### src/rtl/vga_layer_scheduler.sv
// vga_layer_scheduler
// Shares the single VGA pixel output among N_LAYERS graphics generators by fixed
// priority (layer 0 highest), delays hsync/vsync by one clk so they line up with
// the registered colour, and runs a once-per-frame game-logic update window that
// opens at the first blank line. If the window is still open at the frame wrap,
// the sticky overrun flag is set.
//
// Ports
//   clk, rst                async active-high reset
//   pix_tick                1-clk pixel strobe; frame events are sampled only on it
//   v_on, p_x, p_y          video-on and pixel position from vga_sync
//   hsync_in, vsync_in      raw syncs from vga_sync
//   layer_on, layer_rgb     per-layer request and packed colour (layer i at i*RGB_W)
//   upd_done                game logic finished its update (pulse or level)
//   rgb, grant              registered winning colour and one-hot winner
//   hsync_out, vsync_out    syncs delayed 1 clk
//   upd_start, upd_busy     update window handshake
//   overrun                 sticky: a window closed without upd_done
//   frame_cnt               completed frames
module vga_layer_scheduler #(
  parameter int                 N_LAYERS = 4,
  parameter int                 RGB_W    = 12,
  parameter logic [RGB_W-1:0]   BG_RGB   = 12'h000,
  parameter int                 VD       = 480,
  parameter int                 VMAX     = 524
) (
  input  logic                      clk,
  input  logic                      rst,
  input  logic                      pix_tick,
  input  logic                      v_on,
  input  logic [9:0]                p_x,
  input  logic [9:0]                p_y,
  input  logic                      hsync_in,
  input  logic                      vsync_in,
  input  logic [N_LAYERS-1:0]       layer_on,
  input  logic [N_LAYERS*RGB_W-1:0] layer_rgb,
  input  logic                      upd_done,
  output logic [RGB_W-1:0]          rgb,
  output logic                      hsync_out,
  output logic                      vsync_out,
  output logic [N_LAYERS-1:0]       grant,
  output logic                      upd_start,
  output logic                      upd_busy,
  output logic                      overrun,
  output logic [15:0]               frame_cnt
);

  localparam logic [9:0] VdLine   = 10'(VD);
  localparam logic [9:0] VmaxLine = 10'(VMAX);

  typedef enum logic [1:0] {
    ACTIVE = 2'd0,
    UPDATE = 2'd1,
    HOLD   = 2'd2
  } state_t;

  state_t             state_r, stateNext_s;
  logic [RGB_W-1:0]   winRgb_s;
  logic [N_LAYERS-1:0] winGrant_s;
  logic               anyOn_s;
  logic               lineTick_s, vblStart_s, frameEnd_s, wrap_s;
  logic               frameEndSeen_r;
  logic               startNext_s, busyNext_s, ovrSet_s;

  // Fixed-priority pick: the first set request, scanning from layer 0, wins.
  always_comb begin
    winRgb_s   = {RGB_W{1'b0}};
    winGrant_s = {N_LAYERS{1'b0}};
    anyOn_s    = 1'b0;
    for (int i = 0; i < N_LAYERS; i++) begin
      if (layer_on[i] && !anyOn_s) begin
        winRgb_s      = layer_rgb[i*RGB_W +: RGB_W];
        winGrant_s[i] = 1'b1;
        anyOn_s       = 1'b1;
      end else begin
        anyOn_s = anyOn_s;
      end
    end
  end

  // Pixel and sync registers: updated every clk so colour and syncs stay aligned.
  always_ff @(posedge clk or posedge rst) begin
    if (rst) begin
      rgb       <= {RGB_W{1'b0}};
      grant     <= {N_LAYERS{1'b0}};
      hsync_out <= 1'b0;
      vsync_out <= 1'b0;
    end else begin
      hsync_out <= hsync_in;
      vsync_out <= vsync_in;
      if (!v_on) begin
        rgb   <= {RGB_W{1'b0}};
        grant <= {N_LAYERS{1'b0}};
      end else if (anyOn_s) begin
        rgb   <= winRgb_s;
        grant <= winGrant_s;
      end else begin
        rgb   <= BG_RGB;
        grant <= {N_LAYERS{1'b0}};
      end
    end
  end

  // Frame events are only meaningful on the pixel strobe at the start of a line.
  assign lineTick_s = pix_tick && (p_x == 10'd0);
  assign vblStart_s = lineTick_s && (p_y == VdLine);
  assign frameEnd_s = lineTick_s && (p_y == VmaxLine);
  // A wrap only counts once the last line of the frame has actually been seen.
  assign wrap_s     = lineTick_s && (p_y == 10'd0) && frameEndSeen_r;

  // Remembers that the last line was reached, armed until the next wrap.
  always_ff @(posedge clk or posedge rst) begin
    if (rst) begin
      frameEndSeen_r <= 1'b0;
    end else if (wrap_s) begin
      frameEndSeen_r <= 1'b0;
    end else if (frameEnd_s) begin
      frameEndSeen_r <= 1'b1;
    end else begin
      frameEndSeen_r <= frameEndSeen_r;
    end
  end

  // Update-window next state; done beats a same-clk wrap, so no overrun then.
  always_comb begin
    stateNext_s = state_r;
    startNext_s = 1'b0;
    busyNext_s  = 1'b0;
    ovrSet_s    = 1'b0;
    case (state_r)
      ACTIVE: begin
        if (vblStart_s) begin
          stateNext_s = UPDATE;
          startNext_s = 1'b1;
        end else begin
          stateNext_s = ACTIVE;
        end
      end
      UPDATE: begin
        if (upd_done) begin
          stateNext_s = HOLD;
        end else if (wrap_s) begin
          stateNext_s = ACTIVE;
          ovrSet_s    = 1'b1;
        end else begin
          busyNext_s  = 1'b1;
        end
      end
      HOLD: begin
        if (wrap_s) begin
          stateNext_s = ACTIVE;
        end else begin
          stateNext_s = HOLD;
        end
      end
      default: begin
        stateNext_s = ACTIVE;
      end
    endcase
  end

  // Window state, handshake outputs, sticky overrun and frame counter.
  always_ff @(posedge clk or posedge rst) begin
    if (rst) begin
      state_r   <= ACTIVE;
      upd_start <= 1'b0;
      upd_busy  <= 1'b0;
      overrun   <= 1'b0;
      frame_cnt <= 16'd0;
    end else begin
      state_r   <= stateNext_s;
      upd_start <= startNext_s;
      upd_busy  <= busyNext_s;
      overrun   <= overrun | ovrSet_s;
      if (wrap_s) begin
        frame_cnt <= frame_cnt + 16'd1;
      end else begin
        frame_cnt <= frame_cnt;
      end
    end
  end

endmodule

### config.mk
export PLATFORM = sky130hd
export DESIGN_NAME = vga_layer_scheduler
export DESIGN_NICKNAME = d
export VERILOG_FILES = /design/src/rtl/vga_layer_scheduler.sv
export SDC_FILE = /design/constraint.sdc
export NUM_CORES = 1
export LEC_CHECK = 0
export BUFFER_PORTS_ARGS = -buffer_cell sky130_fd_sc_hd__buf_2
export CAP_MARGIN = 5
export CORE_AREA = 2 2 55 96
export DETAILED_ROUTE_END_ITERATION = 10
export DIE_AREA = 0 0 57 98
export PLACE_DENSITY = 0.77
export SLEW_MARGIN = 20
export SYNTH_ARGS = -nofsm -noshare
export SYNTH_HDL_FRONTEND = slang
export SYNTH_SLANG_ARGS = --single-unit
### constraint.sdc
create_clock -name clk -period 1.5 [get_ports clk]
set_input_delay 0.075 -clock clk [delete_from_list [all_inputs] [get_ports clk]]
set_output_delay 0.075 -clock clk [all_outputs]
set_load 0.05 [all_outputs]
# Yosys cells after proc, flatten, opt, wreduce, memory -nomap -nowiden
# Cells that the tools add are included.
# classes
n_addsub	1
eq_ne	5
muxes	30
n_bitwise	1
reduce_logical	15
# op_table
op	n
$mux W12	6
$logic_not A10 Y1	2
$mux W1	18
$add A16 B1 Y16 const B	1
$eq A10 B10 Y1 const B	1
$eq A10 B9 Y1 const B	1
$logic_and A1 B1 Y1	8
$mux W4	2
$mux W2	3
$pmux W2 S3	1
$logic_not A1 Y1	3
$ne A3 B3 Y1 const B	1
$eq A2 B1 Y1 const B	1
$eq A2 B2 Y1 const B	1
$logic_not A2 Y1	1
$reduce_bool A2 Y1	1
$or A1 B1 Y1	1
# totals
regBits	40
inputBits	79
out_inout_bits	37
wordCells	62

# Logic depth before layout (Yosys ltp)
# Gate-level depths: netlist (run 1).
# depth
word_depth	12
ltp_mapped	6

# Least setup slack after synthesis (run 1)
# OpenSTA, ideal clock, no wires.
# synth_path
kind	reg2reg
startpoint	reg frame_cnt[3]
endpoint	reg frame_cnt[15]
arrival_ns	1.596
path_slack_ns	-0.178
stages_incl_launch_ff	5
path_buffers	0
cell_sequence	dfrtp_1 nand4_1 nor3_1 nor4b_2 xor2_1
# synth_between
elab_chain_cells	1
# synth_rtl
element	line	source
start: declaration	45	output logic [15:0] frame_cnt
start signal: assignment	176	frame_cnt <= frame_cnt + 16'd1;
start signal: assignment	178	frame_cnt <= frame_cnt;
$add A16 B1 Y16	176	
# Every way passes these cells.
# A chain may end at the register's enable or synchronous reset.

# Worst setup path after layout (run 1)
# layout_path
startpoint	reg frameEndSeen_r
endpoint	reg frame_cnt[15]
# layout_between
elab_chain_cells	1
# layout_rtl
element	line	source
start: declaration	62	logic frameEndSeen_r;
start signal: assignment	120	frameEndSeen_r <= frameEndSeen_r;
$logic_and A1 B1 Y1	109	assign wrap_s = lineTick_s && (p_y == 10'd0) && frameEndSeen_r;
# Every way passes these cells.

==> impl_summary.log, run 1 <==
[metrics] Largest stage delay, worst path: around 0.35 ns
[metrics] First-pass DRT Iterations: 4
[metrics] internal power component: 1.637 mW
[metrics] fraction of final layout cells with drive strength greater than 1: between 50 and 60%
[metrics] maximum clock insertion buffer count: 2
[metrics] pin count of the biggest net entering global routing: 41
[metrics] ratio of final minimum period to clock period: about 96%
[metrics] cell-by-cell trace of the critical path: nor4b_4 -> nand4_4 -> nor4b_4 -> xor2_1
[metrics] wire length per cell after detailed routing: 12.87 um
[metrics] Setup crit end kind: register
[metrics] antenna diode instance count: 0
[metrics] DRC: 0
[metrics] fraction of power spent switching nets: a little over a quarter
[metrics] placed standard-cell area: 2765 um^2
[metrics] relative slew slack: between 60% and 70%
[metrics] buffering stage count on the worst path with inverters included: 0
[metrics] via count of the first global-routing pass: ~1,900
[metrics] clock tree skew after final layout: between 0.001 and 0.0015 ns
[metrics] Yosys warning total: 0
[metrics] critical path peak fanout: 7
[metrics] worst hold-check path type: primary input to register
[metrics] number of cells traversed by the worst register-to-register path: 4
[metrics] weighted congestion at the end of routability-driven global placement: ~0.78
[metrics] top cells by area, synth: dfrtp_1 (49%), nand2_1 (5.0%), a22oi_1 (4.0%), a31oi_1 (3.7%), nand4_1 (3.7%)
[metrics] area of the die: 5586 um^2
[metrics] Min-Delay Endpoint: rgb[0]
[metrics] most repeated library cell on the critical path: nor4b_4
[metrics] synthesis-to-finish area growth: 42.46%
[metrics] post-synth cell types: 38
[metrics] top-level port count: ~120
[metrics] number of buffers inserted by port buffering: about 120
[metrics] number of vias per cell: around 5.2
[metrics] via count: a little under 2,000
[metrics] endpoint of the worst-slack reg-to-reg timing path: frame_cnt[15]
[metrics] Total GRT Usage: 18.15%
[metrics] detailed placer's ending HPWL: 3.992 mm
[metrics] number of maximum-capacitance constraint violations: 0
[metrics] worst reg2reg setup slack: 0.06 ns
[metrics] standard cell with the maximum stage delay on the critical path: dfrtp_1
[metrics] cell depth of the worst hold path: 3
[metrics] Floorplan Core Area: ~4800 um^2
[metrics] power dissipated by switching net loads: around 580 uW
[metrics] number of nets in the final layout: between 400 and 500
[metrics] area leader, netlist: dfrtp_1
[metrics] Comb power frac: 17.7%
[metrics] remaining antenna violation count after routing: 0
[metrics] Row Count: 34
[metrics] part of the total power dissipated in the clock network: between 30% and 40%
[metrics] HP Start: layer_rgb[36]
[metrics] Worst path top cell family by delay: simple AND/OR/NAND/NOR gates
[metrics] detailed-route wire length: 4.864 mm
[metrics] setup violation total in the final timing report: 0
[metrics] Crit Path Class: register to register
[metrics] Synth Cell Area: 2042 um^2
[metrics] synthesized netlist cell count: about 190
[metrics] number of buffers created by CTS: 5
[metrics] Slew Limit Fails: 0
[metrics] source-to-sink clock delay at the later pin of the worst-skew pair: 0.28 ns
[metrics] RSZ-0062 raised after global routing: yes
[metrics] die extent in y: approximately 100 um
[metrics] total global routing overflow: 0
[metrics] final cell count without fillers: 378
[metrics] reg2reg start: frameEndSeen_r
[metrics] Final Critical Period: between 1 and 1.5 ns
[metrics] post-CTS clock slew at the launch and capture registers of the worst setup and hold paths: 0.07 ns
[metrics] hold slack final: approximately 0.031 ns
[metrics] Final Hold Viols: 0
[metrics] Synthesized Nets: between 200 and 300
[metrics] Mean Syn Cell Area: approximately 11 um^2
[metrics] clk root buf: clkbuf_8
[metrics] final cell area excluding filler cells: 2909 um^2
[metrics] CTS tree: yes
[metrics] status: finished, final reports clean
[metrics] Clock H-tree levels: 2
[metrics] leakage dissipation: ~1.5 nW
[metrics] die extent in x: 57 um
[metrics] clock sink count: 40
[metrics] Worst VDD drop: about 0.53 mV
[metrics] Worst Path Required: between 1.5 and 2 ns
[metrics] Seq/Total Area, Yosys: 49.02%
[metrics] placed cells: around 370
[metrics] effective utilization at floorplan: a little over two fifths
[metrics] global-route wire length before repair: about 8.1 mm
[metrics] number of storage elements in the synthesis netlist: 40
[metrics] Post-CTS Setup Repair Bufs: 0
[metrics] Worst Tran Pin Value: a little under 0.5 ns
[metrics] number of antenna violations at the first check in global routing: 0
[metrics] startpoint type of the worst setup path: register
[metrics] share of total power in sequential cells: roughly 50%
[metrics] total power density per cell area: about 760 nW/um^2
[metrics] portion of synthesized cell area occupied by the leading cell type: 49.02%
[metrics] iteration-0 DRC count of the detailed router: 26
[metrics] Worst EP arrival: 1.64 ns
[metrics] maximum achievable frequency: 696.4 MHz
[metrics by stage]
step	setup WS, ns	power (mW)	util (%)	TNS (ns)
final	0.06408	2.216	59.98	0
after CTS	0.03977	2.261	59.67	0
after global routing	-0.05767	2.318	59.98	-0.3038
after detailed placement	-0.006283	1.523	57.02	-0.006283
after floorplan	0.01887	1.341	-	0
after global placement	0.02443	1.516	57.02	0
[cell usage after synthesis (all sizes together)]
cell     n
a21oi    1
a221oi   1
a22oi   11
a31o     1
a31oi   12
and2     3
and3     5
and4     4
and4b    1
buf      6
clkbuf   5
dfrtp   40
ha       1
inv      3
mux2     1
nand2   27
nand2b   1
nand3    3
nand3b   2
nand4   13
nor2     7
nor2b    1
nor3     7
nor4     4
nor4b    4
o21ai    1
o21bai   1
o2bb2a   1
o41ai    1
or2     11
xnor2    7
xor2     8
[worst min-delay path: stages]
cell and delay [ns]:
buf_2 0.10, nand2_1 0.04, a31oi_1 0.06
[power groups by stage]
stage | sequential (mW) | clock (mW) | combinational, mW
6_report | 1.11 | 0.712 | 0.393
5_1_grt | 1.11 | 0.776 | 0.428
4_1_cts | 1.11 | 0.751 | 0.398
3_5_place_dp | 1.13 | 0 | 0.390
3_3_place_gp | 1.13 | 0 | 0.385
2_1_floorplan | 1.23 | 0 | 0.107
[worst max path at each step]
stage,startpoint,endpoint,slack [ns],cells after the start
floorplan,frame_cnt[3],frame_cnt[15],0.02,4
global placement,p_x[1],frame_cnt[11],0.02,6
detailed placement,p_x[1],frame_cnt[15],-0.006,6
CTS,frameEndSeen_r,frame_cnt[14],0.04,4
global route,frameEndSeen_r,frame_cnt[7],-0.06,4
finish,frameEndSeen_r,frame_cnt[15],0.06,4
[per-layer routing]
| metal | global-route usage (%) | vias to the layer above | routed length (um) |
|---|---|---|---|
| li1 | - | 960 | - |
| met1 | 16.09 | 901 | 1581 |
| met2 | 35.99 | 92 | 2804 |
| met3 | 4.106 | 6 | 398 |
| met4 | 8.766 | 0 | 80 |
| met5 | 0 | - | 0 |
[area by class of cell]
type,instances,area [um^2]
tap,54,67.56
multi-input combinational,140,1007
sequential,40,1015
timing repair buffer,133,718.2
inverter,3,11.26
clock buffer,8,90.09
fill,423,1941
[placed cells by master (no fill, tap or decap), types with 4 or more instances in the layout]
cell type  synthesis  routed
and4_1             4       4
clkbuf_8           0       6
xnor2_1            7       7
nand2_1           27      27
a22oi_1           11      11
xor2_1             8       8
dfrtp_2            0      11
or2_2             11      11
dfrtp_1           40      29
buf_4              2      15
and3_1             5       4
nor2_1             7       7
nor3_1             7       6
a31oi_1           12      12
nand4_1           12      12
buf_2              4     115
[flip-flops by register name (all words and copies together), names as in the netlist]
name / flops
frameEndSeen_r: 1
rgb: 12
state_r: 2
upd_busy: 1
upd_start: 1
hsync_out: 1
overrun: 1
frame_cnt: 16
vsync_out: 1
grant: 4
[cell families after synthesis]
| logic type | after synthesis | synth area share (%) |
|---|---|---|
| xor+xnor | 15 | 6.434 |
| buf+inv | 14 | 3.186 |
| mux | 1 | 0.5514 |
| simple gates | 93 | 29.35 |
| fa+ha+maj | 1 | 0.6126 |
| compound gates | 30 | 10.85 |
| flops | 40 | 49.02 |
[what timing repair did]
action	CTS	global route
gates cloned	0	0
resized for setup	1	3
hold buffers	3	0
pin swaps	0	3
setup endpoints to repair	1	12
hold endpoints to repair	42	0
No activity file was read; power rests on OpenSTA's default activity.
==> run 2, diff against run 1 <==
- CORE_AREA: 2 2 55 96 -> 2 2 58 100
- DIE_AREA: 0 0 57 98 -> 0 0 60 102
- PLACE_DENSITY: 0.77 -> 0.74
- SKIP_LAST_GASP: unset -> 1
- clock period: 1.5 -> 1.2 ns (I/O delays scaled with it)
==> run 2 against run 1 <==
The flow now finishes with violations (negative setup slack). Via count is 4.6% higher. Clock power up 52%. Utilization up 1.3 points. Largest cell class is now multi-input gates. Total power up 34%.
==> impl_summary.log, run 2 (synthesized netlist as in run 1, its figures left out) <==
[metrics] status: finished with violations
[metrics] failing checks: negative setup slack
[metrics] DRC: 0
[metrics] maximum clock insertion buffer count: 2
[metrics] startpoint type of the worst setup path: register
[metrics] total power density per cell area: ~920 nW/um^2
[metrics] First-pass DRT Iterations: 4
[metrics] worst hold-check path type: primary input to register
[metrics] Top Registers: frame_cnt x16, rgb x12, grant x4
[metrics] layout filler cell count: 480
[metrics] number of buffers created by CTS: 5
[metrics] top-level port count: 116
[metrics] clock sink count: 40
[metrics] number of nets in the final layout: 426
[metrics] top library cells by usage in the layout, fill and taps aside: buf_2 (115), buf_4 (33), nand2_1 (27), dfrtp_1 (26), dfrtp_2 (14)
[metrics] source-to-sink clock delay at the later pin of the worst-skew pair: 0.29 ns
[metrics] Worst VDD drop: 0.7069 mV
[metrics] Slew Limit Fails: 0
[metrics] clk root buf: clkbuf_8
[metrics] number of antenna violations at the first check in global routing: 0
[metrics] pin count of the biggest net entering global routing: 26
[metrics] weighted congestion at the end of routability-driven global placement: around 0.73
[metrics] number of buffers inserted by port buffering: 115
[metrics] iteration-0 DRC count of the detailed router: 17
[metrics] critical path peak fanout: 6
[metrics] Floorplan Core Area: 5299 um^2
[metrics] wire length per cell after detailed routing: 13.16 um
[metrics] largest register by flop count: frame_cnt
[metrics] detailed-route wire length: 5.542 mm
[metrics] detailed placer's ending HPWL: ~4.6 mm
[metrics] instance count on the critical path: 5
[metrics] CTS tree: yes
[metrics] PnR worst setup slack: -0.1973 ns
[metrics] number of cells traversed by the worst register-to-register path: 5
[metrics] maximum achievable frequency: roughly 720 MHz
[metrics] relative slew slack: between 70% and 80%
[metrics] commonest non-fill, non-tap cell in the layout: buf_2
[metrics] RSZ-0062 raised after global routing: yes
[metrics] remaining antenna violation count after routing: 0
[metrics] die extent in y: ~100 um
[metrics] cell-by-cell trace of the critical path: nor4b_4 -> buf_4 -> and3_2 -> nand4_1 -> xnor2_1
[metrics] Worst Path Required: 1.38 ns
[metrics] buffering stage count on the worst path with inverters included: 1
[metrics] Row Count: 35
[metrics] number of maximum-capacitance constraint violations: 0
[metrics] setup violation total in the final timing report: 18
[metrics] die extent in x: 60 um
[metrics] via count of the first global-routing pass: 2,120
[metrics] number of vias per cell: approximately 5
[metrics] Setup crit end kind: register
[metrics] Final Critical Period: 1.397 ns
[metrics] global-route wire length before repair: around 9.0 mm
[metrics] total global routing overflow: 0
[metrics] via count: around 2,000
[metrics] Worst Tran Pin Value: just over 0.3 ns
[metrics] synthesis-to-finish area growth: 59.13%
[metrics] Largest stage delay, worst path: 0.35 ns
[metrics] Worst path top cell family by delay: simple AND/OR/NAND/NOR gates
[metrics] area of the die: roughly 6100 um^2
[metrics] ratio of final minimum period to clock period: 116.4%
[metrics] Crit Path Class: register to register
[metrics] Total GRT Usage: about a fifth
[metrics] Clock H-tree levels: 2
[metrics] antenna diode instance count: 0
[metrics] leakage dissipation: 1.717 nW
[metrics] utilization after layout: about three fifths
[metrics] clock tree skew after final layout: around 0.0053 ns
[metrics] fraction of final layout cells with drive strength greater than 1: about three fifths
[metrics] Worst Setup Slack post-DPL: -0.2673 ns
[metrics] effective utilization at floorplan: 38.54%
[metrics] Worst EP arrival: 1.57 ns
[metrics] number of flip-flops in the largest register: 16
[metrics] Final Hold Viols: 0
[metrics] cell depth of the worst hold path: 3
[metrics] post-CTS clock slew at the launch and capture registers of the worst setup and hold paths: roughly 0.080 ns
[metrics] standard cell with the maximum stage delay on the critical path: dfrtp_1
run 2: cell types whose count changed in the layout (fill, tap and decap cells not counted), sizes merged:
| cell | before | now |
|---|---|---|
| buf | 130 | 151 |
| clkbuf | 8 | 6 |
| dlygate4sd3 | 3 | 5 |
| bufinv | 0 | 1 |
| clkinv | 0 | 1 |
run 2: path summary, 6_finish.rpt:
| path | startpoint | endpoint | slack, ns |
|---|---|---|---|
| worst max-delay path | frameEndSeen_r | frame_cnt[8] | -0.20 |
| worst min-delay path | layer_rgb[47] | rgb[11] | 0.008 |
| worst max register to register | frameEndSeen_r | frame_cnt[8] | -0.20 |
| worst min register to register | frame_cnt[15] | frame_cnt[15] | 0.47 |
| max in group asynchronous | rst | frame_cnt[0] | 0.56 |
| min in group asynchronous | rst | frame_cnt[8] | 0.33 |
run 2: report_power, final:
part           leakage [nW]  switching, mW  internal, mW  total (mW)
Sequential            0.514        0.00806          1.38        1.39
Combinational          1.15          0.306         0.209       0.515
Clock                0.0552          0.459         0.617        1.08
Total                  1.72          0.773          2.21        2.98
run 2: tightest hold or removal path, stage by stage:
cell and delay [ns]:
buf_2 0.10, nand2_1 0.04, a31oi_1 0.06
run 2: what timing repair did:
item	CTS	global route
pin swaps	12	4
setup endpoints to repair	19	19
hold buffers	5	0
buffers inserted	3	0
resized for setup	16	1
endpoints found under the hold margin	44	0
run 2: per-stage QoR:
stage	TNS, ns	hold slack [ns]	power (mW)	cell area [um^2]	std cells
final	-2.388	0.007752	2.980	3249	421
after global routing	-3.971	0.006993	3.109	3249	421
after CTS	-2.240	0.0001604	3.022	3247	421
after detailed placement	-4.181	0.09729	1.923	2989	405
after global placement	-3.288	0.09132	1.915	2989	405
after floorplan	-2.006	0.09143	1.681	2123	194
run 2: cell type report:
| cell class | count | area [um^2] | area share [%] |
|---|---|---|---|
| Clock buffer | 6 | 72.57 | 2.233 |
| Multi-Input combinational cell | 140 | 1112 | 34.23 |
| Timing Repair Buffer | 156 | 907.1 | 27.92 |
| Inverter | 3 | 11.26 | 0.3466 |
| Tap cell | 74 | 92.59 | 2.849 |
| Sequential cell | 40 | 1018 | 31.34 |
| Clock inverter | 2 | 35.03 | 1.078 |
run 2: routing by layer:
metal,GRT usage (%),routed length (um),up-vias
li1,-,-,1008
met3,4.051,409,6
met2,37.88,3180,89
met1,18.95,1858,946
met5,0,0,-
met4,6.667,93,0
